**src/rtl/riscv_regfile_mp.sv**
```systemverilog
// Multi-read-port RV32I integer register file with reset sweep, optional x0 and write bypass.
// state | meaning
// INIT  | clearing one register per cycle, reads forced to 0, writes ignored
// READY | sweep done, normal write/read operation
module riscv_regfile_mp #(
  parameter int XLEN     = 32,
  parameter int NREGS    = 32,
  parameter int NUM_RD   = 2,
  parameter int BYPASS   = 1,
  parameter int ZERO_REG = 1,
  localparam int AW      = $clog2(NREGS)
) (
  input  logic                   clk,
  input  logic                   rst,
  input  logic                   regWrite,
  input  logic [AW-1:0]          rd,
  input  logic [XLEN-1:0]        data,
  input  logic [NUM_RD*AW-1:0]   rs,
  output logic [NUM_RD*XLEN-1:0] rdata,
  output logic                   ready
);

  typedef enum logic {INIT = 1'b0, READY = 1'b1} state_t;

  localparam logic [AW:0] LAST = (AW+1)'(NREGS - 1);

  state_t          state_q, state_d;
  logic [AW:0]     idx_q, idx_d;
  logic [XLEN-1:0] regs [NREGS];
  logic            wr_drop;
  logic            wr_en;

  always_ff @(posedge clk) begin
    state_q <= state_d;
    idx_q   <= idx_d;
  end

  // idx parks at NREGS once READY; the extra bit keeps it from wrapping back to 0
  always_comb begin
    state_d = state_q;
    idx_d   = idx_q;
    if (state_q == INIT) begin
      idx_d = idx_q + 1'b1;
      if (idx_q == LAST) state_d = READY;
    end
    if (rst) begin
      state_d = INIT;
      idx_d   = '0;
    end
  end

  assign ready   = (state_q == READY);
  assign wr_drop = (ZERO_REG != 0) && (rd == '0);
  assign wr_en   = (state_q == READY) && regWrite && !wr_drop;

  always_ff @(posedge clk) begin
    if (!rst) begin
      if (state_q == INIT) regs[idx_q[AW-1:0]] <= '0;
      else if (wr_en)      regs[rd] <= data;
    end
  end

  for (genvar i = 0; i < NUM_RD; i++) begin : g_rd
    logic [AW-1:0]   addr;
    logic [XLEN-1:0] val;

    assign addr = rs[i*AW +: AW];

    always_comb begin
      val = regs[addr];
      if (state_q == INIT || (ZERO_REG != 0 && addr == '0))
        val = '0;
      else if (BYPASS != 0 && wr_en && rd == addr)
        val = data;
    end

    assign rdata[i*XLEN +: XLEN] = val;
  end

endmodule

```
**config.mk**
```make
export PLATFORM = sky130hd
export DESIGN_NAME = riscv_regfile_mp
export DESIGN_NICKNAME = d
export VERILOG_FILES = /design/src/rtl/riscv_regfile_mp.sv
export SDC_FILE = /design/constraint.sdc
export NUM_CORES = 1
export LEC_CHECK = 0
export CAP_MARGIN = 20
export CORE_MARGIN = 4
export CORE_UTILIZATION = 45
export CTS_CLUSTER_DIAMETER = 150
export DETAILED_ROUTE_END_ITERATION = 10
export SLEW_MARGIN = 20
export SYNTH_ARGS = -nofsm -noshare
export SYNTH_HDL_FRONTEND = slang
export SYNTH_SLANG_ARGS = --single-unit
```
**constraint.sdc**
```tcl
create_clock -name clk -period 9.34 [get_ports clk]
set_clock_uncertainty 0.15 [all_clocks]
set_input_delay 1.401 -clock clk [delete_from_list [all_inputs] [get_ports clk]]
set_output_delay 1.401 -clock clk [all_outputs]
set_load 0.02 [all_outputs]
```
# After elaboration in Yosys (flattened, before gate mapping)
# Memory sizes are Yosys's and may differ from the RTL's.
# Index checks and enable logic that the tools add are counted.
dict set report word_totals {
  ff_bits 7
  n_memories 1
  inputBits 50
  output_inout_bits 65
  ramBits 1024
}
# memory depth width read_ports rd_ports_with_merged_regs wr line_no
set mem_list {}
lappend mem_list {regs 32 32 2 0 1 29} ;# logic [XLEN-1:0] regs [NREGS];
dict set report op_classes {
  n_eq_ne 3
  bitwise 1
  mux 16
  n_addsub 1
  n_reduce_logical 11
}
# op n
set op_table {}
lappend op_table {{2-to-1 mux 32 bit} 5}
lappend op_table {{OR reduction 32 bit} 1}
lappend op_table {{logical NOT 5 bit} 3}
lappend op_table {{== test 5 bit} 2}
lappend op_table {{2-to-1 mux 1 bit} 10}
lappend op_table {{adder 6 x 1 -> 6 bit (second input constant)} 1}
lappend op_table {{== test 6 x 5 -> 1 bit (second input constant)} 1}
lappend op_table {{2-to-1 mux 5 bit} 1}
lappend op_table {{logical AND 1 bit} 4}
lappend op_table {{logical OR 1 bit} 2}
lappend op_table {{logical NOT 1 bit} 1}
lappend op_table {{inverter 1 bit} 1}

# Depth between registers and ports, before layout
dict set report depth {
  word_depth 9
  ltp_mapped 10
  ltp_nobuf 5
}

# Worst setup path after synthesis
# No wires, ideal clock.
dict set report synth_path {
  path_kind {input -> register}
  from {input port rd[4]}
  to {memory regs[20][0], enable pin}
  cell_stages 7
  path_slack_ps 4511
  t_arrival_ps 4258
  path_cell_list {buf_2 or4_4 o2111a_2 buf_6 mux2i_1 nand2_1 nor2_1}
}
dict set report synth_via {
  elab_chain_len 9
  elab_cells_between_ends 10
  classes_between {6 x mux; 4 x reduce/logical}
}
# item line_no
set synth_lines {}
lappend synth_lines {{from (decl)} 16} ;# input logic [AW-1:0] rd,
lappend synth_lines {{logical NOT 5 bit} 53} ;# assign wr_drop = (ZERO_REG != 0) && (rd == '0);
lappend synth_lines {{logical NOT 1 bit} 54} ;# assign wr_en = (state_q == READY) && regWrite && !wr_drop;
lappend synth_lines {{logical AND 1 bit} 54}
lappend synth_lines {{2-to-1 mux 1 bit} 59} ;# else if (wr_en) regs[rd] <= data;
lappend synth_lines {{2-to-1 mux 1 bit} 58} ;# if (state_q == INIT) regs[idx_q[AW-1:0]] <= '0;
lappend synth_lines {{2-to-1 mux 1 bit} 57} ;# if (!rst) begin
lappend synth_lines {{2-to-1 mux 1 bit (implied by the code)} 59}
lappend synth_lines {{OR reduction 32 bit (no source line)} n/a}
lappend synth_lines {{2-to-1 mux 5 bit (no source line) or 2-to-1 mux 1 bit (tied branches)} n/a}
lappend synth_lines {{to (decl)} 29}
# Several ways; a longest one is shown, not always the timed one.

# Final worst setup path
dict set report layout_path {
  from {input port rs[3]}
  to {output port rdata[9]}
}
dict set report layout_via {
  elab_chain_len 4
  elab_cells_between_ends 7
  classes_between {1 x eq/ne; 2 x mux; 3 x reduce/logical; 1 x memory}
}
# item line_no
set layout_lines {}
lappend layout_lines {{from (decl)} 18} ;# input logic [NUM_RD*AW-1:0] rs,
lappend layout_lines {{branches (longest 3 deep; another with memory read (32 x 32 bit))} n/a}
lappend layout_lines {{2-to-1 mux 32 bit *} 71} ;# if (state_q == INIT || (ZERO_REG != 0 && addr == '0))
lappend layout_lines {{to (decl)} 19} ;# output logic [NUM_RD*XLEN-1:0] rdata,
# Every way passes the cells marked *.

==> reports/metrics.csv <==
stage;metric;value;unit
outcome;status;completed;
drt;drt pass-1 iters;5;
cells_and_area;NumNets Final;2755;
sta;final worst path period share;75.67;%
sta;Final Slew Violations;0;
clocking;post_cts resized;0;
yosys;most instantiated cells after synthesis;edfxtp_1 (1024), mux4_2 (385), mux2i_1 (290);
sta;Finish-stage setup viols;0;
die;effective utilization at floorplan;45.32;%
cells_and_area;Multi-input gate area;16900;um2
sta;final setup margin;2273;ps
grt;Overflow after GRT;0;
critical_path;CP Data Arrival Time;5520;ps
sta;worst relative slew slack;24.72;%
grt;All-Layer GR Usage;26.91;%
power;combinational share of power;6.9;%
die;row cnt;120;
yosys;average instance area after synthesis;18.44;um2
yosys;post-synth top area share;63.29;%
power;net load switching power;2.195;mW
critical_path;Critical-path top delay cell;nor2b_4;
cells_and_area;share of cells above drive strength 1;24.59;%
grt;first-pass GRT wire length;218400;um
yosys;Ys Warns;0;
placed_design;pre-CTS setup slack;2401;ps
cells_and_area;Area Growth Syn to Fin;12.95;%
cells_and_area;n_diodes;0;
power;LEAKAGE;18.58;nW
critical_path;Setup crit end kind;output pin;
job;max-cap check violation count;0;
worst_hold_path;min-delay src;idx_q[0];
critical_path;crit-path max cell delay;940;ps
drt;via count;29213;
die;core area;107200;um2
placed_design;GP Congestion;0.8577;
power;internal power;7.764;mW
yosys;EDFF count, synth;1024;
critical_path;CP Launch Type;input pin;
critical_path;Req. time, crit path;7790;ps
yosys;register area share after synthesis;63.58;%
clocking;CTS Hold Bufs;0;
critical_path;worst-path cell chain;clkdlybuf4s50_1 > nor2b_4 > buf_4 > a22o_1 > a2111oi_0 > a21oi_1 > a22o_1 > clkdlybuf4s50_1;
cells_and_area;Layout fillers;8511;
clocking;clk root buf;clkbuf_16;
sta;RSZ-0062 raised after global routing;false;
clocking;Max H-tree Level;3;
clocking;Post-CTS Setup Inserts;0;
worst_hold_path;Tightest Hold Check Type;flip-flop to flip-flop;
placed_design;Port Buffers;114;
cells_and_area;register area;30890;um2
sta;fin crit period;7067;ps
cells_and_area;Post-Layout Cell Count;4193;
yosys;Distinct cells, synth;51;
placed_design;DP HPWL;85090;um
placed_design;Placed Cells;4000;
critical_path;CP Buf/Inv Count;3;
clocking;clk slew on worst S/H paths;60;ps
power;pwr dens;181.5;nW/um2
clocking;clock tree buffer depth;3;
yosys;ys flop type;edfxtp_1;
critical_path;reg2reg start;ready;
clocking;number of CTS-inserted buffers;103;
sta;setup TNS;0;ps
clocking;CTS tree;yes;
grt;antenna violations before repair;3;
yosys;FFs w/ async S/R, synth;0;%
grt;vias in the first global route;29804;
critical_path;Crit. Startpoint;rs[3];
yosys;cell taking the most area after synthesis;edfxtp_1;
cells_and_area;post-route cell area;54880;um2
yosys;Cell Area, Synth;48580;um2
power;worst IR drop on VDD;0.1542;mV
power;Reg power frac;50.7;%
critical_path;Worst Path Max Fanout;30;
die;I/O Pins;115;
die;Die X;336.6;um
sta;Fin. Hold Viols;0;
drt;WL/cell;36.67;um
drt;remaining routing DRC violations;0;
drt;Antenna Nets Post-Route;0;
drt;drt total wl;153800;um
grt;largest net degree at the start of global routing;74;
power;sw frac;22.04;%
placed_design;area post-placement;51430;um2
yosys;top post-synthesis cells by area;edfxtp_1 (63%), mux4_2 (18%), mux2i_1 (6.0%), a21oi_1 (1.4%), a221oi_1 (1.2%);
die;full die area;113300;um2
yosys;#FFs+latches synth;1031;
yosys;Syn Nets;2686;
sta;Max Freq;0.1415;GHz
yosys;top-count cell post-synth;edfxtp_1;
clocking;Skew-Pair Late Insertion Delay;670;ps
die;die height;336.6;um
drt;vias per cell;6.967;
yosys;post-synthesis cell count;2635;
sta;Worst-Margin Slew;1126;ps
drt;initial drt markers;3296;
clocking;CTS Sinks;1031;
critical_path;crit path kind;input pin to output pin;
critical_path;delay-heaviest family, CP;buffers and inverters;
power;clock power share;42.4;%
per-layer routing:
| layer | routed length (um) | part of all wire (%) | vias to the layer above | track usage [%] |
|---|---|---|---|---|
| met2 | 74970 | 49 | 1594 | 44.34 |
| li1 | - | - | 11535 | - |
| met3 | 11900 | 7.7 | 350 | 3.610 |
| met5 | 27 | 0.018 | - | 0 |
| met4 | 7049 | 4.6 | 4 | 11.56 |
| met1 | 59810 | 39 | 15730 | 36.28 |
flip-flops by register name, indices dropped and copies added, names as in the netlist:
signal  cells
regs     1024
ready       1
idx_q       6
metrics by stage:
stage	utilization, %	total power [mW]	hold slack (ps)
2_1_floorplan	-	5.602	327.5
3_3_place_gp	47.97	5.825	342.4
3_5_place_dp	47.97	5.831	371.2
4_1_cts	51.15	10.01	379.9
5_1_grt	51.19	10.24	420.9
6_report	51.19	9.959	382.6
cells in the final DEF, fill, tap and decap left out, drive strengths merged, types with 3 or more instances in the layout:
master	Yosys	layout
clkinvlp	0	6
a211oi	32	32
o221ai	32	32
nand3	4	4
xnor2	10	10
nand2	16	16
bufinv	0	14
nand2b	4	4
a221o	32	32
a31oi	6	6
and2	32	32
nor2b	36	36
clkbuf	105	126
mux2i	290	290
clkdlybuf4s50	0	106
a21oi	132	132
a22oi	65	65
a22o	62	62
xor2	3	3
edfxtp	1024	1024
dfxtp	7	7
o21bai	32	32
inv	6	9
a221oi	64	64
nor3	6	6
buf	122	85
o22ai	31	31
nor2	43	43
nor3b	3	3
a2111oi	32	32
clkinv	0	42
mux4	385	385
area by class of cell:
type / count / area share, %
multi-input combinational: 1371 / 30.80
clock buffer: 126 / 4.932
tap: 1403 / 3.199
timing repair buffer: 191 / 3.475
clock inverter: 65 / 1.270
inverter: 6 / 0.04104
sequential: 1031 / 56.29
worst register-to-register path, cell delays in order (launching register included):
cell and delay (ps):
dfxtp_1 680, o2111a_2 740, buf_4 590, mux2i_1 360, nand2_1 350, nor2_4 740, buf_4 640
cell families after synthesis:
logic type      after synthesis  share of synthesized area [%]
flops                      1031                          63.58
mux                         676                          23.84
compound gates              526                          8.303
buf+inv                     233                          2.295
simple gates                155                          1.718
xor+xnor                     13                         0.2344
fa+ha+maj                     1                        0.02575
power groups by stage:
stage,clock [mW],combinational (mW),sequential [mW]
after floorplan,0,0.454,5.15
after global placement,0,0.676,5.15
after detailed placement,0,0.680,5.15
after CTS,4.28,0.681,5.05
after global routing,4.47,0.713,5.05
final,4.22,0.685,5.05
final timing paths:
kind / end / depth (start not counted) / slack (ps)
max: rdata[9] / 8 / 2270
min: idx_q[0] / 2 / 380
max reg2reg: regs[2][13] / 6 / 4660
min reg2reg: idx_q[0] / 2 / 380
Power figures use the tool's default switching activity.
==> edit (same settings) <==
The parameter `BYPASS` goes from 1 to 0.
--- a/src/rtl/riscv_regfile_mp.sv
+++ b/src/rtl/riscv_regfile_mp.sv
@@ -6,7 +6,7 @@
   parameter int XLEN     = 32,
   parameter int NREGS    = 32,
   parameter int NUM_RD   = 2,
-  parameter int BYPASS   = 1,
+  parameter int BYPASS   = 0,
   parameter int ZERO_REG = 1,
   localparam int AW      = $clog2(NREGS)
 ) (
Function: same outputs for any inputs over 4 cycles, from zero or initial values and one cycle with rst high; that may be too few to reach the edited logic, so the function may still have changed.
==> edit against the original RTL <==
- area after synthesis is 1.2% lower
- critical path depth is 1 lower
- die area is 1.1% lower
- worst hold slack better by 0.025 ns
- power is 1.0% higher
- wire length is 0.52% lower
- sequential cell count stayed put
- cell area is 0.75% lower
- setup slack better by 0.083 ns
- critical path type unchanged
==> edit: results (changes against the original RTL) <==
synthXorXnorAreaFrac_pct: 0.0730  # was 0.234%
cp_max_fo: 13  # was 30
layout-drive-gt1-share_pct: 30.2  # was 24.6%
dr_wl_met2_um: 73800  # was 75,000 um
drtIter0Drc: 3544  # was 3,296
final_nets: 2536  # was 2,755
status: "finished, final reports clean"  # unchanged
met3_usage_pct: 5.69  # was 3.61%
cts_buffers: 108  # was 103
wl_met3_um: 14600  # was 11,900 um
dp_cells: 3764  # was 4,000
stdcell_count: 3965  # was 4,193
yosys-top-cells-area: "edfxtp_1 64%, mux4_2 22%, mux2i_1 5.3%, o221ai_1 1.0%, a22o_1 0.91%"  # was edfxtp_1 63%, mux4_2 18%, mux2i_1 6.0%, a21oi_1 1.4%, a221oi_1 1.2%
timing.hold.ws_ns: 0.408  # was 0.383 ns
slew_headroom_pct: 23.0  # was 24.7%
nFillCells: 8238  # was 8,511
hp-start: "idx_q[5]$_SDFFE_PP0N_"  # was idx_q[0]$_SDFFE_PP0N_
synth_compound_area_share_pct: 4.64  # was 8.30%
grt_pass1_wl_um: 216000  # was 218,000 um
yosys-top-cells-count: "1,024 x edfxtp_1, 462 x mux4_2, 252 x mux2i_1"  # was 1,024 x edfxtp_1, 385 x mux4_2, 290 x mux2i_1
dr.pass1.iters: 7  # was 5
post_dp_cell_area_sq_mm: 0.0508  # was 0.0514 sq mm
synthAdderAreaFrac_pct: 0.0261  # was 0.0258%
grt_util_all_layers_pct: 27.3  # was 26.9%
drt-met1-wl_um: 59800  # about the same
-- edit: area by class of cell --
cell class              count  area, sq um  share of cell area (%)
repair buffers            193         1810                    3.32
diodes                      1         2.50                 0.00459
multi-input cells        1148        16400                    30.1
clock inverters            75          861                    1.58
clock buffers             123         2760                    5.07
inverters                   3         11.3                  0.0207
well taps                1391         1740                    3.20
flip-flops and latches   1031        30900                    56.7
-- edit: kinds of logic (layout without fill, tap and decap cells) --
kind of cell / after synthesis / in the layout
flops: 1031 / 1031
compound gates: 262 / 262
other cells: 0 / 1
mux: 715 / 715
xor+xnor: 4 / 4
buf+inv: 198 / 394
fa+ha+maj: 1 / 1
simple gates: 166 / 166
-- edit: worst max-delay path: cells and delay by family --
| kind | cells | cell delay [ns] |
|---|---|---|
| buf+inv | 3 | 1.93 |
| simple gates | 2 | 1.85 |
| compound gates | 2 | 0.24 |
-- edit: through the flow --
step	power, mW	setup WS [ns]
2_1_floorplan	5.55	4.02
3_3_place_gp	5.72	2.46
3_5_place_dp	5.73	2.42
4_1_cts	10.1	2.43
5_1_grt	10.3	2.37
6_report	10.1	2.36
-- edit: how the worst max path moves through the flow --
stage	cells after the start	end	slack [ns]
global route	8	rdata[11]	2.37
detailed placement	7	rdata[11]	2.42
CTS	7	rdata[11]	2.43
finish	7	rdata[11]	2.36
global placement	7	rdata[13]	2.46
floorplan	4	regs[22][0]$_DFFE_PP_	4.02
-- edit: power by group --
group	leakage [nW]	total, mW	internal (mW)	switching [mW]
Combinational	5.82	0.574	0.248	0.326
Clock	1.78	4.43	2.61	1.82
Sequential	8.00	5.05	5.04	0.0140
